### src/rtl/leaky_relu_arbiter_pkg.sv
// Shared types and helpers for the leaky-ReLU arbiter: FSM states, default widths
// and the round-robin next-grant search.
package lrelu_arb_pkg;

    typedef enum logic {
        IDLE    = 1'b0,
        COMPUTE = 1'b1
    } state_t;

    localparam int DEF_DW    = 8;
    localparam int DEF_SHIFT = 3;
    localparam int MAX_REQ   = 32;

    // First set bit of valid searching upward from ptr+1 (mod n); returns ptr when none is set.
    // Walking from the farthest candidate to the nearest lets the nearest one win.
    function automatic int rr_next_grant(input logic [MAX_REQ-1:0] valid, input int ptr, input int n);
        int idx;
        rr_next_grant = ptr;
        for (int k = MAX_REQ; k >= 1; k--) begin
            if (k <= n) begin
                idx = (ptr + k) % n;
                if (valid[idx[4:0]]) begin
                    rr_next_grant = idx;
                end
            end
        end
    endfunction

endpackage

### src/rtl/leaky_relu_arbiter_if.sv
// Requester-side and result-side handshake bundle of the leaky-ReLU arbiter.
interface leaky_relu_arbiter_if #(
    parameter int N_REQ = 4,
    parameter int DW    = 8,
    parameter int TW    = $clog2(N_REQ)
);
    logic [N_REQ-1:0]    req_valid;
    logic [N_REQ*DW-1:0] req_data;
    logic [N_REQ-1:0]    req_ready;
    logic                out_valid;
    logic [DW-1:0]       out_data;
    logic [TW-1:0]       out_tag;
    logic                out_ready;

    modport master (
        output req_valid, req_data, out_ready,
        input  req_ready, out_valid, out_data, out_tag
    );

    modport slave (
        input  req_valid, req_data, out_ready,
        output req_ready, out_valid, out_data, out_tag
    );
endinterface

### src/rtl/leaky_relu_arbiter_core.sv
// Combinational leaky ReLU: passes non-negative inputs, scales negatives by 2^-SHIFT.
module leaky_relu_core #(
    parameter int DW    = 8,
    parameter int SHIFT = 3
) (
    input  logic signed [DW-1:0] x_i,
    output logic signed [DW-1:0] y_o
);

    // Arithmetic shift floors toward -inf and can only shrink magnitude, so no saturation.
    function automatic logic signed [DW-1:0] lrelu(input logic signed [DW-1:0] x);
        lrelu = x[DW-1] ? (x >>> SHIFT) : x;
    endfunction

    assign y_o = lrelu(x_i);

endmodule

### src/rtl/leaky_relu_arbiter.sv
// Round-robin arbiter sharing one leaky-ReLU stage among N_REQ requesters.
// Optional per-requester accept counters are built when LRELU_ARB_STATS_EN is defined.
module leaky_relu_arbiter
    import lrelu_arb_pkg::*;
#(
    parameter int N_REQ = 4,
    parameter int DW    = DEF_DW,
    parameter int SHIFT = DEF_SHIFT,
    parameter int TW    = $clog2(N_REQ)
) (
    input  logic                 clk,
    input  logic                 rst,
    leaky_relu_arbiter_if.slave  bus,
    output logic                 busy
`ifdef LRELU_ARB_STATS_EN
    ,
    output logic [N_REQ*8-1:0]   stat_cnt
`endif
);

    state_t               state_q;
    logic [TW-1:0]        rr_q;
    logic [TW-1:0]        tag_q;
    logic [TW-1:0]        out_tag_q;
    logic [TW-1:0]        grant;
    logic signed [DW-1:0] x_q;
    logic signed [DW-1:0] f_x;
    logic signed [DW-1:0] out_data_q;
    logic                 out_valid_q;
    logic                 out_free;
    logic                 accept;
    logic [MAX_REQ-1:0]   valid_ext;
    logic [N_REQ-1:0]     req_ready_d;

    always_comb begin
        valid_ext              = '0;
        valid_ext[N_REQ-1:0]   = bus.req_valid;
    end

    assign grant    = TW'(rr_next_grant(valid_ext, int'(rr_q), N_REQ));
    // The output slot is free if empty or draining on this very edge.
    assign out_free = !out_valid_q || bus.out_ready;
    assign accept   = !rst && (state_q == IDLE) && (|bus.req_valid) && out_free;

    always_comb begin
        req_ready_d = '0;
        if (accept) begin
            req_ready_d[grant] = 1'b1;
        end
    end

    leaky_relu_core #(.DW(DW), .SHIFT(SHIFT)) u_core (
        .x_i (x_q),
        .y_o (f_x)
    );

    always_ff @(posedge clk) begin
        if (rst) begin
            state_q     <= IDLE;
            rr_q        <= TW'(N_REQ - 1);
            tag_q       <= '0;
            out_valid_q <= 1'b0;
            out_data_q  <= '0;
            out_tag_q   <= '0;
        end else begin
            case (state_q)
                IDLE: begin
                    if (out_valid_q && bus.out_ready) begin
                        out_valid_q <= 1'b0;
                    end
                    if (accept) begin
                        x_q     <= $signed(bus.req_data[int'(grant)*DW +: DW]);
                        tag_q   <= grant;
                        rr_q    <= grant;
                        state_q <= COMPUTE;
                    end
                end
                COMPUTE: begin
                    out_valid_q <= 1'b1;
                    out_data_q  <= f_x;
                    out_tag_q   <= tag_q;
                    state_q     <= IDLE;
                end
            endcase
        end
    end

    assign bus.req_ready = req_ready_d;
    assign bus.out_valid = out_valid_q;
    assign bus.out_data  = out_data_q;
    assign bus.out_tag   = out_tag_q;
    assign busy          = (state_q == COMPUTE) || out_valid_q;

`ifdef LRELU_ARB_STATS_EN
    logic [7:0] cnt_q [N_REQ];

    // Counters stick at 255 until reset.
    always_ff @(posedge clk) begin
        if (rst) begin
            for (int i = 0; i < N_REQ; i++) begin
                cnt_q[i] <= '0;
            end
        end else if (accept && (cnt_q[grant] != 8'hFF)) begin
            cnt_q[grant] <= cnt_q[grant] + 8'd1;
        end
    end

    always_comb begin
        for (int i = 0; i < N_REQ; i++) begin
            stat_cnt[i*8 +: 8] = cnt_q[i];
        end
    end
`endif

endmodule

### src/flat_wrapper.sv
// flat-port wrapper written by rule: the top's interface ports become plain ports
module leaky_relu_arbiter_flat import lrelu_arb_pkg::*;
#(
    parameter int N_REQ = 4,
    parameter int DW    = DEF_DW,
    parameter int SHIFT = DEF_SHIFT,
    parameter int TW    = $clog2(N_REQ)
)
  (clk, rst, busy, bus_req_valid, bus_req_data, bus_out_ready, bus_req_ready, bus_out_valid, bus_out_data, bus_out_tag);
  leaky_relu_arbiter_if #(.N_REQ(N_REQ), .DW(DW), .TW(TW)) bus_i ();
  input  logic clk;
  input  logic rst;
  output logic busy;
  input wire logic [$bits(bus_i.req_valid)-1:0] bus_req_valid;
  input wire logic [$bits(bus_i.req_data)-1:0] bus_req_data;
  input wire logic [$bits(bus_i.out_ready)-1:0] bus_out_ready;
  output wire logic [$bits(bus_i.req_ready)-1:0] bus_req_ready;
  output wire logic [$bits(bus_i.out_valid)-1:0] bus_out_valid;
  output wire logic [$bits(bus_i.out_data)-1:0] bus_out_data;
  output wire logic [$bits(bus_i.out_tag)-1:0] bus_out_tag;
  assign bus_i.req_valid = bus_req_valid;
  assign bus_i.req_data = bus_req_data;
  assign bus_i.out_ready = bus_out_ready;
  assign bus_req_ready = bus_i.req_ready;
  assign bus_out_valid = bus_i.out_valid;
  assign bus_out_data = bus_i.out_data;
  assign bus_out_tag = bus_i.out_tag;
  leaky_relu_arbiter #(.N_REQ(N_REQ), .DW(DW), .SHIFT(SHIFT), .TW(TW)) u_core (.clk(clk), .rst(rst), .bus(bus_i), .busy(busy));
endmodule
### config.mk
export PLATFORM = sky130hd
export DESIGN_NAME = leaky_relu_arbiter_flat
export DESIGN_NICKNAME = d
export VERILOG_FILES = /design/src/rtl/leaky_relu_arbiter_pkg.sv /design/src/rtl/leaky_relu_arbiter_if.sv /design/src/rtl/leaky_relu_arbiter_core.sv /design/src/rtl/leaky_relu_arbiter.sv /design/src/flat_wrapper.sv
export SDC_FILE = /design/constraint.sdc
export NUM_CORES = 1
export LEC_CHECK = 0
export ABC_AREA = 1
export ABC_CLOCK_PERIOD_IN_PS = 2100
export CORE_MARGIN = 5
export CORE_UTILIZATION = 40
export DETAILED_ROUTE_END_ITERATION = 6
export MAX_ROUTING_LAYER = met4
export PLACE_DENSITY = 0.81
export SYNTH_ARGS = -nofsm -noshare
export SYNTH_HDL_FRONTEND = slang
export SYNTH_SLANG_ARGS = --single-unit
### constraint.sdc
create_clock -name clk -period 2.1 [get_ports clk]
set_clock_uncertainty 0.1 [all_clocks]
set_input_delay 0.42 -clock clk [delete_from_list [all_inputs] [get_ports clk]]
set_output_delay 0.42 -clock clk [all_outputs]
set_load 0.02 [all_outputs]
==> out/qor.csv <==
metric,value,unit
crit_path_top_delay_cell,dfxtp_2,
synth_warnings,0,
r2r_start,u_core.rr_q[0],
synth-seq-area-share,0.371,
yosys-top-cells-area,"dfxtp_1, nand2_1, edfxtp_1, nand3_1, inv_1",
synth_common_cells,"nand2_1, inv_1, nand3_1",
dr.first_iter.drc_count,113,
endpoint_kind,output pin,
synth_area_leader_cell,dfxtp_1,
route.detailed.drc,0,
holdWs,357,ps
ir_worst_vdd,1.11,mV
cts.sinks,24,
drv_cap,0,
yosysUniqueCellTypes,25,
cp.arrival,1650,ps
rows,22,
clkTransAtPathRegs,80,ps
status,"complete, but fails checks",
rsz0062_at_grt,yes,
firstDrtPassIters,4,
grt_use_total,0.155,
dp_worst_setup_slack,-772,ps
clk_latency,270,ps
stdcell_area,2400,um2
synth_edf_count,8,
syn_nets,263,
syn_to_final_growth,58.8,%
setup_violations,4,
path_class,register to output pin,
die-area,5110,um2
cp_max_fo,9,
hold_start,u_core.tag_q[0],
tightest_slew,226,ps
layout-drive-gt1-share,0.255,
setup_slack,-67.5,ps
nNetsFinal,338,
power,0.00333,W
slew_violations,0,
regArea,563,um2
grt_start_max_net_pins,18,
cp-start-kind,register,
finalHoldViolations,0,
synth_top_area_frac,0.212,
clock_path_buffers,2,
r2r_cells,14,
min_to,u_core.tag_q[0],
hp-class,register to register,
hold_depth,2,
placedInstanceArea,2220,um2
cts_root_buf,clkbuf_8,
syn_avg_cell_area,6.75,um2
holdBufCountCts,0,
diodes,0,
wl,3.74,mm
port_buffers,54,
initial_core_util,0.413,
grt_pass1_vias,1546,
cts_tree,yes,
cts_max_level,1,
rrSetupSlack,180,ps
postSynthCellCount,224,
crit_top_cell,nand2_1,
power_density,1390,nW/um2
multiInputGateArea,826,um2
ys_ff_latch,24,
power.leakage,1.21,nW
die_h,71.5,um
cts_buffers,3,
syn-cell-area,1510,um2
slew_headroom,0.848,
via_per_inst,4.61,
dr_total_vias,1595,
async_reset_ff_frac,0,
antenna_found_initial,0,
n_fill_cell,319,
dieWidth,71.5,um
period_needed,2170,ps
max_freq,461,MHz
dp_hpwl,2.90,mm
crit_chain,"buf_12, inv_8, nand2_1, nand3_2, buf_4, nand2_1, inv_1, nand2_1, nand2_4, inv_2, nor2_4, buf_6",
grt.overflow.total,0,
reg2reg_to,u_core.x_q[4],
synth_flop_cell,dfxtp_1,
synth_most_common_cell,nand2_1,
violations,negative setup slack,
required,1580,ps
wl_per_cell,10.8,um
ios,55,
gp_congestion,0.851,
slowest_delay,340,ps
finalCritPeriodShare,1.03,
core_area,3660,um2
postRouteAntennaNets,0,
grt_pass1_wl,6.28,mm
state kept, by name, summed over array words and instances (netlist names):
name	flops
u_core.bus.out_data	8
u_core.bus.out_tag	2
u_core.bus.out_valid	1
u_core.rr_q	2
u_core.state_q	1
u_core.tag_q	2
u_core.x_q	8
worst max-delay path, delay by kind of cell, from the launching register on:
family | cells | cell delay [ps]
buffers and inverters | 6 | 580
AND/OR/NAND/NOR | 6 | 430
flip-flops | 1 | 340
kinds of logic (layout without fill, tap and decap cells):
logic type             count (synthesis)  in the layout  share of synthesized area
buffers and inverters                 46            120                      0.137
DFF                                   24             24                      0.371
and+or+nand+nor                      139            139                      0.430
AOI/OAI and AO/OA                     15             15                     0.0629
placed cells by master, fill, tap and decap left out:
cell type	n
inv_1	31
buf_12	1
nand3_4	2
inv_2	6
a21oi_1	4
dfxtp_1	14
clkinv_1	1
clkbuf_8	3
nand2_4	6
nand2_2	20
inv_8	1
clkdlybuf4s50_1	46
buf_6	4
nor2_4	4
dlygate4sd2_1	4
nor2_2	1
o211ai_1	5
o21ai_0	4
buf_4	22
nand2_1	68
bufinv_16	1
or2_1	1
nand3_1	31
nand3_2	1
nand4_1	1
o21ai_2	1
dfxtp_2	2
edfxtp_1	8
a22oi_2	1
nor2_1	4
where the power goes:
group	internal (W)	switching (W)	total, W	leakage [nW]
Combinational	0.000895	0.00127	0.00216	0.963
Clock	0.000255	0.000142	0.000397	0.0357
Sequential	0.000692	0.0000771	0.000769	0.209
stage by stage:
stage / instances / TNS, ps / utilization
after floorplan: 224 / -40.8 / -
after global placement: 338 / -4330 / 0.606
after detailed placement: 338 / -4960 / 0.606
after CTS: 346 / -250 / 0.649
after global routing: 346 / -632 / 0.656
final: 346 / -260 / 0.656
what timing repair did:
action | CTS | global route
setup buffers | 4 | 0
setup endpoints to repair | 4 | 4
resized for setup | 50 | 5
pin swaps | 16 | 5
cell type report:
type                       instances  area share
inverter                          39      0.0641
timing repair buffer              77       0.302
tap                               48      0.0250
clock inverter                     1      0.0125
clock buffer                       3      0.0172
sequential                        24       0.235
multi-input combinational        154       0.344
how the worst max path moves through the flow:
stage / to / slack [ps] / start / cells past startpoint
floorplan: bus_req_ready[1] / -20 / u_core.bus.out_valid / 6
global placement: bus_req_ready[1] / -750 / bus_req_valid[1] / 12
detailed placement: bus_req_ready[1] / -770 / bus_req_valid[2] / 12
CTS: bus_req_ready[0] / -80 / u_core.rr_q[0] / 13
global route: bus_req_ready[1] / -170 / u_core.rr_q[0] / 12
finish: bus_req_ready[0] / -70 / u_core.rr_q[0] / 12
per-layer routing:
| layer | wire (um) | GRT usage | share of wire | vias up |
|---|---|---|---|---|
| li1 | - | - | - | 845 |
| met1 | 1640 | 0.180 | 0.44 | 690 |
| met2 | 1750 | 0.260 | 0.47 | 51 |
| met3 | 241 | 0.0140 | 0.064 | 9 |
| met4 | 106 | 0.0856 | 0.028 | 0 |
| met5 | 0 | - | 0 | - |
(Power assumes the default switching activity.)
